<file path="src/rtl/scene_renderer.sv">
// scene_renderer: 640x480 VGA timing plus a 3-tick rasteriser for three platforms and the player.
// Optional macro BG_GRID_EN overlays a grey 16-unit grid on background pixels.
module scene_renderer #(
  parameter int SQ_WIDTH     = 41,
  parameter int PLAYER_WIDTH = 24,
  parameter int PIX_DIV      = 4,
  parameter int SCALE_SFT    = 1,
  parameter int H_VIS        = 640,
  parameter int H_FP         = 16,
  parameter int H_SYNC       = 96,
  parameter int H_BP         = 48,
  parameter int V_VIS        = 480,
  parameter int V_FP         = 10,
  parameter int V_SYNC       = 2,
  parameter int V_BP         = 33
) (
  input  logic                    clk,
  input  logic                    rst_n,
  input  logic [SQ_WIDTH-1:0]     square1,
  input  logic [SQ_WIDTH-1:0]     square2,
  input  logic [SQ_WIDTH-1:0]     square3,
  input  logic [PLAYER_WIDTH-1:0] player,
  output logic [7:0]              rgb,
  output logic                    hsync,
  output logic                    vsync,
  output logic                    blank,
  output logic                    frame_start
);

  localparam int DIV_W = (PIX_DIV > 1) ? $clog2(PIX_DIV) : 1;
  localparam logic [DIV_W-1:0] DIV_MAX = DIV_W'(PIX_DIV - 1);
  localparam logic [9:0] H_LAST   = 10'(H_VIS + H_FP + H_SYNC + H_BP - 1);
  localparam logic [9:0] V_LAST   = 10'(V_VIS + V_FP + V_SYNC + V_BP - 1);
  localparam logic [9:0] H_VIS_C  = 10'(H_VIS);
  localparam logic [9:0] V_VIS_C  = 10'(V_VIS);
  localparam logic [9:0] HS_START = 10'(H_VIS + H_FP);
  localparam logic [9:0] HS_END   = 10'(H_VIS + H_FP + H_SYNC);
  localparam logic [9:0] VS_START = 10'(V_VIS + V_FP);
  localparam logic [9:0] VS_END   = 10'(V_VIS + V_FP + V_SYNC);

  // Returns {hit, colour index}; outline wins over face, side lies strictly below the outline.
  function automatic logic [3:0] sq_hit(input logic [SQ_WIDTH-1:0] sq,
                                        input logic signed [9:0] lx,
                                        input logic signed [9:0] ly);
    logic signed [9:0] cx, cy, r, h, dx, dy, adx, ady;
    cx  = {2'b00, sq[40:33]};
    cy  = {2'b00, sq[32:25]};
    r   = {2'b00, sq[24:17]};
    h   = {2'b00, sq[16:9]};
    dx  = lx - cx;
    dy  = ly - cy;
    adx = dx[9] ? -dx : dx;
    ady = dy[9] ? -dy : dy;
    sq_hit = 4'b0000;
    if (adx <= r && ady <= r && (adx == r || ady == r)) sq_hit = {1'b1, sq[2:0]};
    else if (adx < r && ady < r)                         sq_hit = {1'b1, sq[8:6]};
    else if (adx <= r && dy > r && dy <= r + h)          sq_hit = {1'b1, sq[5:3]};
  endfunction

  function automatic logic pl_hit(input logic [PLAYER_WIDTH-1:0] pl,
                                  input logic signed [9:0] lx,
                                  input logic signed [9:0] ly);
    logic signed [9:0] px, py, ph, dx;
    px = {2'b00, pl[23:16]};
    py = {2'b00, pl[15:8]};
    ph = {2'b00, pl[7:0]};
    dx = lx - px;
    pl_hit = (dx >= -10'sd1) && (dx <= 10'sd1) && (ly >= py - ph) && (ly <= py);
  endfunction

  function automatic logic [7:0] palette(input logic [2:0] idx);
    case (idx)
      3'd1:    palette = 8'hE0;
      3'd2:    palette = 8'h1C;
      3'd3:    palette = 8'h03;
      3'd4:    palette = 8'hFC;
      3'd5:    palette = 8'h1F;
      3'd6:    palette = 8'hE3;
      3'd7:    palette = 8'hFF;
      default: palette = 8'h00;
    endcase
  endfunction

  logic [DIV_W-1:0]        div_q, div_d;
  logic [9:0]              hcnt_q, hcnt_d, vcnt_q, vcnt_d;
  logic [SQ_WIDTH-1:0]     sq1_q, sq1_d, sq2_q, sq2_d, sq3_q, sq3_d;
  logic [PLAYER_WIDTH-1:0] pl_q, pl_d;
  logic                    fs_q, fs_d;
  logic signed [9:0]       lx_q, lx_d, ly_q, ly_d;
  logic                    hs1_q, hs1_d, vs1_q, vs1_d, bl1_q, bl1_d;
  logic [2:0]              idx_q, idx_d;
  logic                    hs2_q, hs2_d, vs2_q, vs2_d, bl2_q, bl2_d;
  logic [7:0]              rgb_q, rgb_d;
  logic                    hs3_q, hs3_d, vs3_q, vs3_d, bl3_q, bl3_d;
  logic                    tick;
  logic [3:0]              h1, h2, h3;
`ifdef BG_GRID_EN
  logic                    grid_q, grid_d;
`endif

  assign tick = (div_q == DIV_MAX);

  always_comb begin
    div_d  = tick ? '0 : div_q + 1'b1;
    hcnt_d = hcnt_q;
    vcnt_d = vcnt_q;
    sq1_d  = sq1_q;
    sq2_d  = sq2_q;
    sq3_d  = sq3_q;
    pl_d   = pl_q;
    fs_d   = 1'b0;
    if (tick) begin
      hcnt_d = (hcnt_q == H_LAST) ? 10'd0 : hcnt_q + 10'd1;
      if (hcnt_q == H_LAST) vcnt_d = (vcnt_q == V_LAST) ? 10'd0 : vcnt_q + 10'd1;
      // Shadow load at the first blanked line so a whole frame sees one descriptor set.
      if (hcnt_q == 10'd0 && vcnt_q == V_VIS_C) begin
        sq1_d = square1;
        sq2_d = square2;
        sq3_d = square3;
        pl_d  = player;
        fs_d  = 1'b1;
      end
    end
  end

  always_comb begin
    h1 = sq_hit(sq1_q, lx_q, ly_q);
    h2 = sq_hit(sq2_q, lx_q, ly_q);
    h3 = sq_hit(sq3_q, lx_q, ly_q);
    lx_d = lx_q;   ly_d = ly_q;
    hs1_d = hs1_q; vs1_d = vs1_q; bl1_d = bl1_q;
    idx_d = idx_q;
    hs2_d = hs2_q; vs2_d = vs2_q; bl2_d = bl2_q;
    rgb_d = rgb_q;
    hs3_d = hs3_q; vs3_d = vs3_q; bl3_d = bl3_q;
`ifdef BG_GRID_EN
    grid_d = grid_q;
`endif
    if (tick) begin
      lx_d  = hcnt_q >> SCALE_SFT;
      ly_d  = vcnt_q >> SCALE_SFT;
      hs1_d = !(hcnt_q >= HS_START && hcnt_q < HS_END);
      vs1_d = !(vcnt_q >= VS_START && vcnt_q < VS_END);
      bl1_d = (hcnt_q >= H_VIS_C) || (vcnt_q >= V_VIS_C);
      // Lowest priority first so later assignments override.
      idx_d = 3'd0;
      if (h3[3]) idx_d = h3[2:0];
      if (h2[3]) idx_d = h2[2:0];
      if (h1[3]) idx_d = h1[2:0];
      if (pl_hit(pl_q, lx_q, ly_q)) idx_d = 3'd7;
      hs2_d = hs1_q; vs2_d = vs1_q; bl2_d = bl1_q;
`ifdef BG_GRID_EN
      grid_d = (lx_q[3:0] == 4'd0) || (ly_q[3:0] == 4'd0);
`endif
      rgb_d = palette(idx_q);
`ifdef BG_GRID_EN
      if (idx_q == 3'd0 && grid_q) rgb_d = 8'h49;
`endif
      if (bl2_q) rgb_d = 8'h00;
      hs3_d = hs2_q; vs3_d = vs2_q; bl3_d = bl2_q;
    end
  end

  always_ff @(posedge clk) begin
    if (!rst_n) begin
      div_q <= '0;  hcnt_q <= '0;  vcnt_q <= '0;
      sq1_q <= '0;  sq2_q <= '0;   sq3_q <= '0;  pl_q <= '0;  fs_q <= 1'b0;
      lx_q  <= '0;  ly_q  <= '0;   hs1_q <= 1'b1; vs1_q <= 1'b1; bl1_q <= 1'b1;
      idx_q <= '0;  hs2_q <= 1'b1; vs2_q <= 1'b1; bl2_q <= 1'b1;
      rgb_q <= '0;  hs3_q <= 1'b1; vs3_q <= 1'b1; bl3_q <= 1'b1;
`ifdef BG_GRID_EN
      grid_q <= 1'b0;
`endif
    end else begin
      div_q <= div_d;  hcnt_q <= hcnt_d; vcnt_q <= vcnt_d;
      sq1_q <= sq1_d;  sq2_q <= sq2_d;   sq3_q <= sq3_d;  pl_q <= pl_d;  fs_q <= fs_d;
      lx_q  <= lx_d;   ly_q  <= ly_d;    hs1_q <= hs1_d;  vs1_q <= vs1_d; bl1_q <= bl1_d;
      idx_q <= idx_d;  hs2_q <= hs2_d;   vs2_q <= vs2_d;  bl2_q <= bl2_d;
      rgb_q <= rgb_d;  hs3_q <= hs3_d;   vs3_q <= vs3_d;  bl3_q <= bl3_d;
`ifdef BG_GRID_EN
      grid_q <= grid_d;
`endif
    end
  end

  assign rgb         = rgb_q;
  assign hsync       = hs3_q;
  assign vsync       = vs3_q;
  assign blank       = bl3_q;
  assign frame_start = fs_q;

endmodule
</file>
<file path="config.mk">
export PLATFORM = sky130hd
export DESIGN_NAME = scene_renderer
export DESIGN_NICKNAME = d
export VERILOG_FILES = /design/src/rtl/scene_renderer.sv
export SDC_FILE = /design/constraint.sdc
export NUM_CORES = 1
export LEC_CHECK = 0
export CAP_MARGIN = 25
export CORE_MARGIN = 5
export CORE_UTILIZATION = 46
export CTS_CLUSTER_SIZE = 10
export DETAILED_ROUTE_END_ITERATION = 10
export DONT_BUFFER_PORTS = 1
export HOLD_SLACK_MARGIN = 0.05
export PLACE_DENSITY_LB_ADDON = 0.12
export SLEW_MARGIN = 5
export SYNTH_ARGS = -nofsm -noshare
export SYNTH_HDL_FRONTEND = slang
export SYNTH_SLANG_ARGS = --single-unit
</file>
<file path="constraint.sdc">
create_clock -name clk -period 5.13 [get_ports clk]
set_clock_uncertainty 0.2 [all_clocks]
set_input_delay 1.026 -clock clk [delete_from_list [all_inputs] [get_ports clk]]
set_output_delay 1.026 -clock clk [all_outputs]
set_load 0.005 [all_outputs]
</file>
==> results.yml <==
yosys:
  ys_ff_latch: 203
  synth_nets: 2406
  synth_top_cells_by_area: "dfxtp_1 (25%), ha_1 (17%), nand2_1 (8.9%), a21boi_0 (7.1%), inv_1 (3.9%)"
  synth_flop_cell: "dfxtp_1"
  synth-async-reset-ratio_pct: 0
  synth-edff-count: 0
  library_cell_with_the_largest_summed_area_after_synthesis: "dfxtp_1"
  seq_area_frac_synth_pct: 25.5
  post-synth-top-area-fraction_pct: 25.5
  syn-mean-instance-area_um2: 7.86
  synthDistinctLibCells: 82
  yosys_warnings: 0
  post_synth_inst_count: 2031
  syn_area_mm2: 0.0160
cells_and_area:
  multi_input_comb_area_mm2: 0.0112
  final_nets: 2397
  layout.cells.most_common: "nand2_1"
  area.sequential_mm2: 0.00407
  insertedDiodeCount: 0
  synthToLayoutAreaGrowth_pct: 9.86
  fillerInstances: 3468
  most_frequent_cells_in_the_layout: "nand2_1 (380), ha_1 (213), dfxtp_1 (200), inv_1 (165), a21boi_0 (150)"
  drive_gt1_share_pct: 6.79
setup_path:
  startpoint_type: "register"
  reg2reg_depth: 17
  worst_ep_arrival_time_ns: 5.15
  rr_endpoint: "idx_q[1]$_SDFFE_PN0P_"
  r2r-start: "ly_q[2]$_SDFFE_PN0P_"
  cp-startpoint: "ly_q[2]$_SDFFE_PN0P_"
  critical_path_end_type: "register"
  kind_of_critical_path: "register to register"
  setup.worst_path.end: "idx_q[1]$_SDFFE_PN0P_"
  path_max_fanout: 6
  cp_data_required_time_ns: 5.40
  timing.reg2reg.setup_slack_ns: 0.25
floorplan:
  design.portCount: 161
  design.die.area_mm2: 0.0385
  std_cell_rows: 68
  vert_die_dim_um: 196
  design.core.area_mm2: 0.0344
  start_util_pct: 46.5
  die_x_um: 196
route:
  dr_total_vias: 13800
  route.detailed.vias_per_inst: 5.56
  finalWirelength_mm: 43.3
  routedWlPerCell_um: 17.4
  detailedRoute.firstIterationViolations: 697
  wl_met3_mm: 2.04
  detail_route.drc_violations: 0
  met2_wirelength_mm: 18.9
  final_antenna_net_count: 0
  drt-met1-wl_mm: 20.8
  drt_pre_antenna_iters: 5
  topRoutingLayerUsed: "met4"
clock_tree:
  htree_levels: 1
  clock_insertion_delay_worst_skew_ns: 0.56
  numClockSinks: 203
  cts_buffers: 26
  clock_path_buffers: 3
  tritoncts: "yes"
  clkTransAtPathRegs_ns: 0.06
  clk_root_buffer_cell: "clkbuf_16"
power_and_ir_drop:
  power.leakage_uw: 0.00696
  irDropWorstVdd_mv: 0.252
  cellPowerDensity_mw_per_mm2: 194
global_routing:
  global_route.usage.total_pct: 21.6
  grt_pass1_vias: 13400
  grt_overflow: 0
  maximum_number_of_pins_on_one_net_before_global_route_repair: 186
  antenna_found_initial: 0
  grt_first_pass_wirelength_mm: 69.1
min_path:
  min_path_type: "register to register"
outcome:
  status: "finished clean"
placement:
  detailedPlacementHpwl_mm: 33.1
  detailedPlace.worstSlack_ns: 0.0479
  io_buffer_count: 0
  gp_routability_congestion: 0.932
timing:
  slew-limit-headroom_pct: 42.5
  final_max_slew_viol_count: 0
  fin_ws_ns: 0.246
  period_minus_slack_ns: 4.88
  finalCritPeriodShare_pct: 95.2
  setup_viol_count_final: 0
  hold_viol: 0
  setup_tns_ns: 0
  worstMarginPinSlew_ns: 0.841
  achievable-frequency_mhz: 205
  setup_repair_after_global_routing_missed_its_margin: "yes"
run:
  max-cap-violations: 0
[through the flow]
stage / utilization [%] / total power [uW] / std cells / hold slack (ns) / cell area [um2]
after detailed placement: 48.0 / 1670 / 2444 / 0.222 / 16500
after CTS: 50.4 / 3470 / 2483 / 0.230 / 17300
final: 51.0 / 3410 / 2488 / 0.227 / 17500
after global routing: 51.0 / 3520 / 2488 / 0.254 / 17500
after global placement: 48.0 / 1670 / 2444 / 0.215 / 16500
after floorplan: - / 1670 / 2031 / 0.199 / 16000
[report_power, final]
group          switching [uW]  internal, uW
registers                5.65          1580
logic                    18.6          29.2
clock network             686          1080
total                     711          2690
[worst min path at each step]
stage | startpoint | to | slack (ns) | cells after the start
after floorplan | div_q[0]$_SDFF_PP0_ | div_q[0]$_SDFF_PP0_ | 0.20 | 1
after global placement | div_q[0]$_SDFF_PP0_ | div_q[0]$_SDFF_PP0_ | 0.21 | 1
after detailed placement | div_q[0]$_SDFF_PP0_ | div_q[0]$_SDFF_PP0_ | 0.22 | 1
after CTS | div_q[0]$_SDFF_PP0_ | div_q[0]$_SDFF_PP0_ | 0.23 | 1
after global routing | div_q[0]$_SDFF_PP0_ | div_q[0]$_SDFF_PP0_ | 0.25 | 1
final | div_q[0]$_SDFF_PP0_ | div_q[0]$_SDFF_PP0_ | 0.23 | 1
[worst max-delay path, stage by stage (launching register included)]
cell	delay [ns]
dfxtp_1	0.64
ha_1	0.39
o21ai_0	0.18
a21oi_1	0.06
o41ai_1	0.64
or2_2	0.28
xor2_1	0.09
ha_1	0.32
nand4_1	0.13
o21bai_1	0.19
a32oi_2	0.28
nor2_4	0.08
a2111oi_4	0.32
o211a_1	0.17
nand3_1	0.15
a2bb2oi_1	0.19
o31a_1	0.33
o22ai_1	0.13
[synthesized netlist by cell type, types with 10 or more instances]
master,instances
nand2_1,380
ha_1,215
dfxtp_1,203
inv_1,166
a21boi_0,152
nor2_1,107
a21oi_1,97
o21ai_0,68
xnor2_1,66
clkbuf_1,64
xor2_1,44
nor2b_1,43
nand4_1,31
mux2i_1,30
a21o_1,29
nor3_1,29
nand2b_1,23
nand3_1,22
o21a_1,20
or3_1,17
o21bai_1,14
a211oi_1,12
a2111oi_0,11
fa_1,11
o211ai_1,11
nor4_1,10
or2_2,10
[area by class of cell]
type                            count  area share, %
Clock inverter                      5          0.492
Tap cell                          455           3.25
Timing Repair Buffer               36           1.68
Clock buffer                       34           4.17
Sequential cell                   203           23.2
Inverter                          166           3.55
Multi-Input combinational cell   1589           63.7
[timing repair]
action                     4_1_cts  5_1_grt
buffers inserted                 0        4
hold endpoints to repair         0        0
hold buffers                     0        0
gates resized for setup          0       47
setup endpoints to repair        0        3
[registers in the layout, summed over array words and instances, names as in the netlist, 9 cells and up]
name,count
lx_q,9
sq2_q,41
sq3_q,41
pl_q,24
ly_q,9
vcnt_q,10
hcnt_q,10
sq1_q,41
[cell families (layout without fill, tap and decap cells)]
family | after synthesis | after routing | share of synthesized area (%)
AND/OR/NAND/NOR | 718 | 718 | 20.6
AO/OA/AOI/OAI | 502 | 502 | 21.9
buffers and inverters | 239 | 241 | 5.74
adder cells (fa/ha/maj) | 227 | 227 | 18.3
flip-flops | 203 | 203 | 25.5
XOR/XNOR | 110 | 110 | 6.03
multiplexers | 32 | 32 | 2.02
[metal layers]
layer / global-route usage, % / vias to the layer above
met1: 30.3 / 6422
li1: - / 7045
met4: 6.90 / 0
met3: 3.47 / 81
met2: 34.2 / 294
met5: 0 / -
No activity file was read; power rests on OpenSTA's default activity.
==> RTL edit, RTL diff (config.mk and constraints unchanged) <==
The parameter `PIX_DIV` goes from 4 to 8.
--- a/src/rtl/scene_renderer.sv
+++ b/src/rtl/scene_renderer.sv
@@ -3,7 +3,7 @@
 module scene_renderer #(
   parameter int SQ_WIDTH     = 41,
   parameter int PLAYER_WIDTH = 24,
-  parameter int PIX_DIV      = 4,
+  parameter int PIX_DIV      = 8,
   parameter int SCALE_SFT    = 1,
   parameter int H_VIS        = 640,
   parameter int H_FP         = 16,
Formal check against the unedited RTL: no difference found for any inputs over 10 cycles, from zero or initial values and one cycle with rst_n low; that may be too few to reach the edited logic, so the function may still have changed.
==> RTL edit against the unedited design <==
Area after synthesis shrank 2.0%. Worst setup slack better by 18 ps. Critical path depth up 2. Critical endpoint is now idx_q[0]. Total power decreased by 1.3%. Sequential cell count up 1. Cell area fell by 2.1%. Wire length down 3.8%. Cell count fell by 2.9%. First-iteration DRC count down 14%.
==> RTL edit: results (changes against the unedited design) <==
- DP Cell Count: 2370 (-3.0%)
- Filler cell count: 3308 (-4.6%)
- Max IR drop VDD: 0.2089 mV (-17%)
- Place WS: 212.9 ps (+165.1 ps)
- Placed Area: 0.01624 mm² (-1.6%)
- Iteration-0 DRC Markers: 600 (-14%)
- Run status: finished, final reports clean
- Vias per inst: 5.547 (-0.30%)
- Inverters: 145 (-13%)
- Pre-Repair DR Iteration Count: 8 (+3)
- CP max stage delay: 550 ps (-90 ps)
- H-tree depth: 1 (unchanged)
- Row count: 67 (-1.5%)
- Clock latency on the worst-skew pair: 540 ps (-20 ps)
- Post-synthesis sequential area ratio: 26.10% (+0.64 points)
- #FFs+latches synth: 204 (+0.49%)
- P_leak: 6.610 nW (-5.1%)
- Vias in the first global route: 13000 (-3.0%)
- WL final: 41.64 mm (-3.8%)
- Clock buffer cells: 40 (+18%)
- Layout cells sized above 1: 6.199% (-0.59 points)
- Overall Global Routing Usage: 21.44% (-0.20 points)
- Slowest cell on crit path: or4_1
- Routed length per instance: 17.23 µm (-0.98%)
- Non-Clock Buffer Count: 40 (+11%)
- PortBufs: 0 (unchanged)
- First-pass GRT wire length: 68.13 mm (-1.4%)
- Most frequent cells after synthesis: nand2_1 (360), ha_1 (216), dfxtp_1 (204), inv_1 (145), a21boi_0 (103)
- DP Wirelength: 32.76 mm (-1.0%)
- Comb_multi_in: 1533 (-3.5%)
- TritonCTS Buffers: 27 (+3.8%)
- Largest cells by area after synthesis: dfxtp_1 (26%), ha_1 (17%), nand2_1 (8.6%), a21boi_0 (4.9%), xnor2_1 (4.1%)
- Final core utilization: 51.19% (+0.16 points)
- Routability cong.: 0.9376 (+0.60%)
- Multi-input gate area: 0.01086 mm² (-2.8%)
- Count of different cell masters after synthesis: 81 (-1.2%)
[RTL edit: changes by cell type in the layout (fill, tap and decap cells not counted), moves of 8 or more]
cell / delta
a21boi_0: -47
a21boi_1: +47
a21oi_1: -24
inv_1: -21
nand2_1: -20
o21a_1: +10
xnor2_1: +10
or3_1: -8
[RTL edit: worst register-to-register path, cell delays in order (launching register included)]
cell and delay [ps]:
dfxtp_1 400, inv_1 70, ha_1 280, nor2b_1 140, o31a_1 270, o221ai_1 290
a21oi_2 150, a211o_1 390, a31oi_1 200, xor2_1 180, ha_1 260, a211oi_1 220
o21ai_0 150, a221oi_2 300, nor2_1 100, or4_1 550, o31a_1 170, nor4_4 210
o2111ai_1 160, o211ai_1 120
[RTL edit: cells by family after synthesis]
group	Yosys count	share of synthesized area (%)
compound gates	492	22.12
xor+xnor	112	6.316
fa+ha+maj	228	18.74
buf+inv	215	5.277
flops	204	26.10
mux	31	2.047
simple gates	670	19.40
[RTL edit: final timing paths]
kind	slack, ps	cells past startpoint	to	from
max	260	19	idx_q[0]	sq3_q[34]
min reg2reg	230	1	div_q[0]	div_q[0]
min	230	1	div_q[0]	div_q[0]
max reg2reg	260	19	idx_q[0]	sq3_q[34]
[RTL edit: per-layer routing]
metal  GRT usage [%]  routed length [µm]
met4           5.781                1171
met5               0                   0
met2           35.06               18940
met1           29.36               19440
met3           3.636                2084
[RTL edit: report_power, final]
part | switching [mW] | internal (mW) | leakage [nW]
clock network | 0.701 | 1.05 | 0.404
logic | 0.00540 | 0.0200 | 4.56
registers | 0.00112 | 1.59 | 1.64
total | 0.707 | 2.65 | 6.61
